===== src/rtl/muldiv_iter.sv =====
// Iterative multiply/divide unit: MULT/MULTU/DIV/DIVU on WIDTH-bit operands,
// fixed WIDTH+2 cycle latency, {hi,lo} result with annul (flush) support.
module muldiv_iter #(
  parameter int WIDTH = 32,
  parameter int CNT_W = 6
) (
  input  logic                 clk,
  input  logic                 rst,
  input  logic                 start_i,
  input  logic [1:0]           op_i,
  input  logic [WIDTH-1:0]     opdata1_i,
  input  logic [WIDTH-1:0]     opdata2_i,
  input  logic                 annul_i,
  output logic                 busy_o,
  output logic                 ready_o,
  output logic [2*WIDTH-1:0]   result_o
);

  typedef enum logic [1:0] {
    S_IDLE,
    S_CALC,
    S_FIX,
    S_DONE
  } state_t;

  localparam logic [1:0] OP_DIV = 2'b10;
  localparam logic [WIDTH-1:0] MIN_VAL = {1'b1, {(WIDTH-1){1'b0}}};

  state_t state_q, state_d;

  logic [1:0]           op_q;
  logic [WIDTH-1:0]     opnd_q;      // multiplicand magnitude or divisor magnitude
  logic [WIDTH-1:0]     dividend_q;  // raw dividend bits for the divide-by-zero result
  logic                 neg_res_q;
  logic                 neg_rem_q;
  logic                 div_zero_q;
  logic                 ovf_q;
  logic [2*WIDTH-1:0]   acc_q;
  logic [CNT_W-1:0]     cnt_q;
  logic [2*WIDTH-1:0]   result_q;

  // Operand preparation at the accepting edge
  logic             accept;
  logic             sgn_op;
  logic             s1, s2;
  logic [WIDTH-1:0] mag1, mag2;

  assign sgn_op = ~op_i[0];
  assign s1     = sgn_op & opdata1_i[WIDTH-1];
  assign s2     = sgn_op & opdata2_i[WIDTH-1];
  assign mag1   = s1 ? -opdata1_i : opdata1_i;
  assign mag2   = s2 ? -opdata2_i : opdata2_i;
  assign accept = ((state_q == S_IDLE) || (state_q == S_DONE)) && start_i && !annul_i;

  // One iteration step of either datapath
  logic [WIDTH:0]       mul_sum;
  logic [2*WIDTH-1:0]   acc_mul;
  logic [WIDTH:0]       rem_sh;
  logic [WIDTH:0]       rem_diff;
  logic                 rem_ge;
  logic [WIDTH-1:0]     rem_new;
  logic [2*WIDTH-1:0]   acc_div;

  assign mul_sum  = {1'b0, acc_q[2*WIDTH-1:WIDTH]} + ({1'b0, opnd_q} & {(WIDTH+1){acc_q[0]}});
  assign acc_mul  = {mul_sum, acc_q[WIDTH-1:1]};
  assign rem_sh   = acc_q[2*WIDTH-1:WIDTH-1];
  assign rem_diff = rem_sh - {1'b0, opnd_q};
  assign rem_ge   = rem_sh >= {1'b0, opnd_q};
  assign rem_new  = rem_ge ? rem_diff[WIDTH-1:0] : rem_sh[WIDTH-1:0];
  assign acc_div  = {rem_new, acc_q[WIDTH-2:0], rem_ge};

  // Sign correction and special cases applied in FIX
  logic [WIDTH-1:0]   quo, rem;
  logic [2*WIDTH-1:0] fix_result;

  assign quo = acc_q[WIDTH-1:0];
  assign rem = acc_q[2*WIDTH-1:WIDTH];

  always_comb begin
    // NOTE: every always_comb output gets a default first so no path leaves it unassigned (no latch).
    fix_result = acc_q;
    if (!op_q[1]) begin
      fix_result = neg_res_q ? -acc_q : acc_q;
    end else if (div_zero_q) begin
      fix_result = {dividend_q, {WIDTH{1'b1}}};
    end else if (ovf_q) begin
      fix_result = {{WIDTH{1'b0}}, MIN_VAL};
    end else begin
      fix_result = {(neg_rem_q ? -rem : rem), (neg_res_q ? -quo : quo)};
    end
  end

  always_comb begin
    state_d = state_q;
    busy_o  = 1'b0;
    ready_o = 1'b0;
    unique case (state_q)
      S_IDLE: begin
        if (accept) state_d = S_CALC;
      end
      S_CALC: begin
        busy_o = 1'b1;
        if (annul_i)                                 state_d = S_IDLE;
        else if (cnt_q == CNT_W'(WIDTH - 1))         state_d = S_FIX;
      end
      S_FIX: begin
        busy_o  = 1'b1;
        state_d = annul_i ? S_IDLE : S_DONE;
      end
      S_DONE: begin
        ready_o = 1'b1;
        state_d = accept ? S_CALC : S_IDLE;
      end
      default: state_d = S_IDLE;
    endcase
  end

  always_ff @(posedge clk or posedge rst) begin
    // NOTE: sequential state uses non-blocking assignments so all registers update from pre-edge values.
    if (rst) state_q <= S_IDLE;
    else     state_q <= state_d;
  end

  always_ff @(posedge clk or posedge rst) begin
    if (rst) begin
      op_q       <= '0;
      opnd_q     <= '0;
      dividend_q <= '0;
      neg_res_q  <= 1'b0;
      neg_rem_q  <= 1'b0;
      div_zero_q <= 1'b0;
      ovf_q      <= 1'b0;
      acc_q      <= '0;
      cnt_q      <= '0;
      result_q   <= '0;
    end else begin
      if (accept) begin
        op_q       <= op_i;
        opnd_q     <= op_i[1] ? mag2 : mag1;
        dividend_q <= opdata1_i;
        neg_res_q  <= s1 ^ s2;
        neg_rem_q  <= s1;
        div_zero_q <= op_i[1] && (opdata2_i == '0);
        ovf_q      <= (op_i == OP_DIV) && (opdata1_i == MIN_VAL) && (opdata2_i == '1);
        acc_q      <= {{WIDTH{1'b0}}, (op_i[1] ? mag1 : mag2)};
        cnt_q      <= '0;
      end else if (state_q == S_CALC && !annul_i) begin
        acc_q <= op_q[1] ? acc_div : acc_mul;
        cnt_q <= cnt_q + 1'b1;
      end
      if (state_q == S_FIX && !annul_i) result_q <= fix_result;
    end
  end

  assign result_o = result_q;

endmodule


===== config.mk =====
export PLATFORM = sky130hd
export DESIGN_NAME = muldiv_iter
export DESIGN_NICKNAME = d
export VERILOG_FILES = /design/src/rtl/muldiv_iter.sv
export SDC_FILE = /design/constraint.sdc
export NUM_CORES = 1
export LEC_CHECK = 0
export ABC_CLOCK_PERIOD_IN_PS = 19100
export BUFFER_PORTS_ARGS = -buffer_cell sky130_fd_sc_hd__buf_2
export CAP_MARGIN = 25
export CORE_AREA = 4 4 164 182
export DETAILED_ROUTE_END_ITERATION = 8
export DIE_AREA = 0 0 168 186
export PLACE_DENSITY = 0.82
export SLEW_MARGIN = 10
export SYNTH_ARGS = -nofsm -noshare
export SYNTH_HDL_FRONTEND = slang
export SYNTH_SLANG_ARGS = --single-unit
export TNS_END_PERCENT = 30

===== constraint.sdc =====
create_clock -name clk -period 19.1 [get_ports clk]
set_input_delay 1.91 -clock clk [delete_from_list [all_inputs] [get_ports clk]]
set_output_delay 1.91 -clock clk [all_outputs]
set_load 0.03 [all_outputs]

After elaboration in Yosys (flattened, before gate mapping)
Cells that the tools add are included.
{"block": "word_totals", "word_cells": 72, "register_bits": 206, "out_inout_bits": 66}
{"block": "classes", "n_eq_ne": 9, "add_sub_neg": 8, "order_cmp": 1, "mux": 24, "bitwise_logic": 5, "reduce_logical": 14}
{"op": "$mux 64", "count": 7}
{"op": "$mux 32", "count": 7}
{"op": "$neg 32->32", "count": 4}
{"op": "$eq 32x32->1 const B", "count": 2}
{"op": "$neg 64->64", "count": 1}
{"op": "$add 32x33->33", "count": 1}
{"op": "$and 32x33->33", "count": 1}
{"op": "$ge 33x32->1", "count": 1}
{"op": "$logic_not 32->1", "count": 1}
{"op": "$sub 32x32->32", "count": 1}
{"op": "$mux 6", "count": 2}
{"op": "$mux 2", "count": 4}
{"op": "$pmux 2 s4", "count": 1}
{"op": "$logic_and 1x1->1", "count": 7}
{"op": "$add 6x1->6 const B", "count": 1}
{"op": "$eq 2x2->1 const B", "count": 3}
{"op": "$eq 6x5->1 const B", "count": 1}
{"op": "$mux 1", "count": 3}
{"op": "$ne 3x3->1 const B", "count": 1}
{"op": "$and 1x1->1", "count": 2}
{"op": "$eq 2x1->1 const B", "count": 1}
{"op": "$logic_not 2->1", "count": 1}
{"op": "$ne 2x2->1 const B", "count": 1}
{"op": "$reduce_and 2->1", "count": 1}
{"op": "6 further kinds", "count": 6}

Logic depth before layout (Yosys ltp)
{"block": "depth", "depth_word": 6, "ltp_mapped": 14, "mapped_depth_nobuf": 13}

Worst setup path after synthesis
Ideal clock, no wire load.
{"block": "synth_path", "path_type": "input to register", "start": "input opdata2_i[1]", "end": "register opnd_q[28]", "arrival_time_ns": 3.899, "path_buffers": 1, "setup_time_ns": 0.131, "setup_slack_ns": 15.070, "path_stages": 12, "cell_sequence": "inv_1 ha_1 or3b_2 nor3_1 and3_1 clkbuf_1 nand2_1 o31ai_1 xor2_1 nand2_1 o211ai_1 o21ai_0"}
{"block": "synth_between", "elab_chain_len": 3}
{"item": "start, declared", "line": "12", "rtl": "input logic [WIDTH-1:0] opdata2_i,"}
{"item": "$neg 32->32", "line": "52", "rtl": "assign mag2 = s2 ? -opdata2_i : opdata2_i;"}
{"item": "$mux 32", "line": "52"}
{"item": "$mux 32", "line": "139", "rtl": "opnd_q <= op_i[1] ? mag2 : mag1;"}
{"item": "end signal, assigned", "line": "139"}
{"item": "end, declared", "line": "32", "rtl": "logic [WIDTH-1:0] opnd_q;"}
Every way passes these cells.
A chain may end at the register's enable or synchronous reset.

Worst setup path in the final report
{"block": "layout_path", "start": "register acc_q[31]", "end": "register acc_q[62]"}
{"block": "layout_between", "elab_chain_len": 5, "word_cells_on_any_way": 6}
{"item": "start, declared", "line": "38", "rtl": "logic [2*WIDTH-1:0] acc_q;"}
{"item": "start signal, assigned", "line": "145", "rtl": "acc_q <= {{WIDTH{1'b0}}, (op_i[1] ? mag1 : mag2)};"}
{"item": "start signal, assigned", "line": "148", "rtl": "acc_q <= op_q[1] ? acc_div : acc_mul;"}
{"item": "$sub 32x32->32 or $ge 33x32->1 (tied branches)", "line": "67, 68"}
{"item": "$mux 32 *", "line": "69", "rtl": "assign rem_new = rem_ge ? rem_diff[WIDTH-1:0] : rem_sh[WIDTH-1:0];"}
{"item": "$mux 64 *", "line": "148"}
{"item": "$mux 64 *", "line": "147", "rtl": "end else if (state_q == S_CALC && !annul_i) begin"}
{"item": "$mux 64 *", "line": "137", "rtl": "if (accept) begin"}
Mark *: on every way between the ends. The rest lies on a longest branch, timed or not. The select of a mux whose other input is x is not followed.

==> results by group <==
Status
  • Outcome: complete, no violations

Critical path
  • Top delay family on crit path: compound AO/OA/AOI/OAI gates
  • Worst setup EP type: flop
  • Slowest CP cell: a2111oi_0
  • Biggest cell delay along the critical path: 0.65 ns
  • Crit path max fanout: 5
  • Most used cell, CP: inv_1
  • WP data required: 19.56 ns
  • Crit path DAT: 4.84 ns
  • Nature of the critical path startpoint: flop
  • CP Class: flop to flop
  • Crit-path cells: inv_1 > ha_1 > inv_1 > fa_1 > a211oi_1 > o21ai_0 > a2111oi_0 > o31a_1 > o211a_1 > or4b_2 > a31o_2 > a21oi_1 > a221o_1
  • Sum of buffers and inverters on the critical path: 2

Timing
  • Post-route minimum period: 4.38 ns
  • # setup viols final: 0
  • Fin Clk Skew: 0.0324 ns
  • Setup TNS: 0 ns
  • Slew HR: 33.6%
  • Final Cycle Share: 22.9%
  • FMAX: 228 MHz
  • Unrepaired setup endpoints after global routing: false
  • Final hold viol count: 0
  • Slew @ Worst Pin: 0.995 ns
  • Max-slew violations: 0

Placement
  • PortBufs: 135
  • DPL Wire Length: 43300 um
  • GP Congestion: 1.01
  • DP Area: 17500 um^2

CTS
  • Post-CTS Setup Inserts: 0
  • Skew-Pair Late Insertion Delay: 0.55 ns
  • CTS tree: done
  • Clock-pin slew on the worst setup and hold paths: 0.06 ns
  • Root Driver: clkbuf_16
  • TritonCTS buffer count: 24
  • Clock Path Buffers: 3
  • Post-CTS sizing: 0
  • Htree depth: 1
  • Hold Buf Count CTS: 0
  • Num Clock Sinks: 205

Route
  • DRC violations left: 0
  • Vias per std cell: 6.64
  • Initial DRC count: 2193
  • Post-detailed-routing wire length: 59500 um
  • Post-DRT Antenna Nets: 0
  • TritonRoute pass-1 iters: 5
  • Via count: 17200
  • Avg WL per Cell: 23.0 um

Finish
  • Nets: 2356
  • Synth-to-Final Area Change: 9.46%
  • Final instance area: 18400 um^2
  • Diode count: 0
  • Ratio of cells with drive above 1 in the final layout: 10.6%
  • Fin util: 66.3%

Logic synthesis
  • Synth top area share: 30.5%
  • Cell with the most instances after synthesis: nand2_1
  • Library cells used by synthesis: 82
  • Post-Syn Instances: 2183
  • Ys Warns: 0
  • Netlist Area Pre-Place: 16800 um^2
  • Synthesized Nets: 2330
  • Synth top area cells: dfrtp_1 (30%), nand2_1 (7.5%), o21ai_0 (7.2%)
  • Synthesized area per cell: 7.71 um^2
  • EDFF count, synth: 0
  • Yosys top cell by area: dfrtp_1
  • Sequential area share after synthesis: 30.5%
  • Synth async-reset ratio: 100%
  • FF+latch count, synth: 205
  • Most frequent cells after synthesis: nand2_1 (335), o21ai_0 (241), dfrtp_1 (205), nor2_1 (191), a21oi_1 (185)
  • Synth Flop Type: dfrtp_1

Global routing
  • Grt total ovfl: 0
  • Largest net degree at the start of global routing: 127
  • GRT Util Overall: 36.4%
  • Global-route wire length before repair: 90700 um
  • Number of global-route vias before repair: 15900
  • Initial antenna violation count: 1

Power
  • Worst vdd ir: 0.142 mV
  • Power Dens Cells: 193 nW/um^2
  • Leak Pwr: 8.08 nW

Job
  • # Max-Cap Violations: 0

Die
  • Starting density of the core: 60.5%
  • IO Pins: 136
  • Die Y: 186 um
  • Rows: 64
  • Die area: 31200 um^2
  • Core Region: 27800 um^2
  • Die width: 168 um

Hold path
  • Worst Hold Class: flop to flop
report_power, final:
| part | internal [W] | switching [W] | leakage [nW] |
|---|---|---|---|
| registers | 0.000626 | 0.000269 | 2.57 |
| logic | 0.000850 | 0.00134 | 5.14 |
| clock network | 0.000271 | 0.000197 | 0.375 |
| total | 0.00175 | 0.00181 | 8.08 |
final timing paths:
path,startpoint,endpoint,slack [ns],cells past startpoint
worst max-delay path,acc_q[31]$_DFFE_PP0P_,acc_q[62]$_DFFE_PP0P_,14.72,13
worst min-delay path,result_o[23]$_DFFE_PP0P_,result_o[23]$_DFFE_PP0P_,0.47,2
worst max register to register,acc_q[31]$_DFFE_PP0P_,acc_q[62]$_DFFE_PP0P_,14.72,13
worst min register to register,result_o[23]$_DFFE_PP0P_,result_o[23]$_DFFE_PP0P_,0.47,2
max in group asynchronous,rst,acc_q[38]$_DFFE_PP0P_,16.27,4
min in group asynchronous,rst,result_o[9]$_DFFE_PP0P_,1.55,2
cells by family (layout without fill, tap and decap cells):
kind of cell	after synthesis	in the layout	synth area share [%]
adders and majority gates	77	77	5.82
xor gates and xnor gates	199	199	10.4
DFF	205	205	30.5
muxes	53	53	3.22
and+or+nand+nor	733	733	19.8
AOI/OAI and AO/OA	690	690	25.1
buffers and inverters	226	265	5.27
layout by cell type, fill, tap and decap left out, types with 13 or more instances in the layout:
master / count
a21oi_1: 185
o41ai_1: 16
inv_1: 66
nand2_1: 334
nor3_1: 27
nor2_1: 190
ha_1: 75
or3_1: 21
nand3_1: 15
nor4_1: 18
a31oi_1: 18
xnor2_1: 121
a221oi_1: 19
dfrtp_1: 204
buf_2: 134
clkbuf_16: 24
xor2_1: 78
nor2b_1: 16
mux2i_1: 44
buf_4: 19
nand2b_1: 24
nand4_1: 26
o211ai_1: 63
or4_1: 13
o31ai_1: 28
o21ai_0: 241
a21o_1: 20
sequential cells by signal (all words and copies together) (netlist names):
name	cells
op_q	1
opnd_q	32
cnt_q	6
div_zero_q	1
acc_q	64
state_q	2
neg_rem_q	1
dividend_q	32
ovf_q	1
neg_res_q	1
result_o	64
metrics by stage:
step / std cells / power, W / hold slack, ns / setup WS, ns
CTS: 2580 / 0.00349 / 0.473 / 14.81
global placement: 2541 / 0.00297 / 0.448 / 14.63
detailed placement: 2541 / 0.00301 / 0.459 / 14.53
floorplan: 2183 / 0.00243 / 0.441 / 11.59
finish: 2585 / 0.00356 / 0.471 / 14.72
global route: 2585 / 0.00379 / 0.494 / 14.57
area by class of cell:
type / count / area (um^2)
multi-input cells: 1752 / 10800
fillers: 2373 / 9370
flip-flops and latches: 205 / 5130
repair buffers: 158 / 943
clock buffers: 31 / 667
well taps: 363 / 454
inverters: 68 / 263
clock inverters: 8 / 106
per-layer routing:
layer / GRT usage (%) / vias up / share of wire (%)
met5: 0 / - / 0.029
met4: 15.5 / 2 / 4.3
met3: 5.33 / 166 / 10
met2: 56.4 / 997 / 45
met1: 51.3 / 8194 / 41
li1: - / 7798 / -
worst min-delay path, stage by stage (launching register included):
cell     delay (ns)
dfrtp_1        0.33
nand2_1        0.04
o21ai_0        0.06
(Power assumes the default switching activity.)
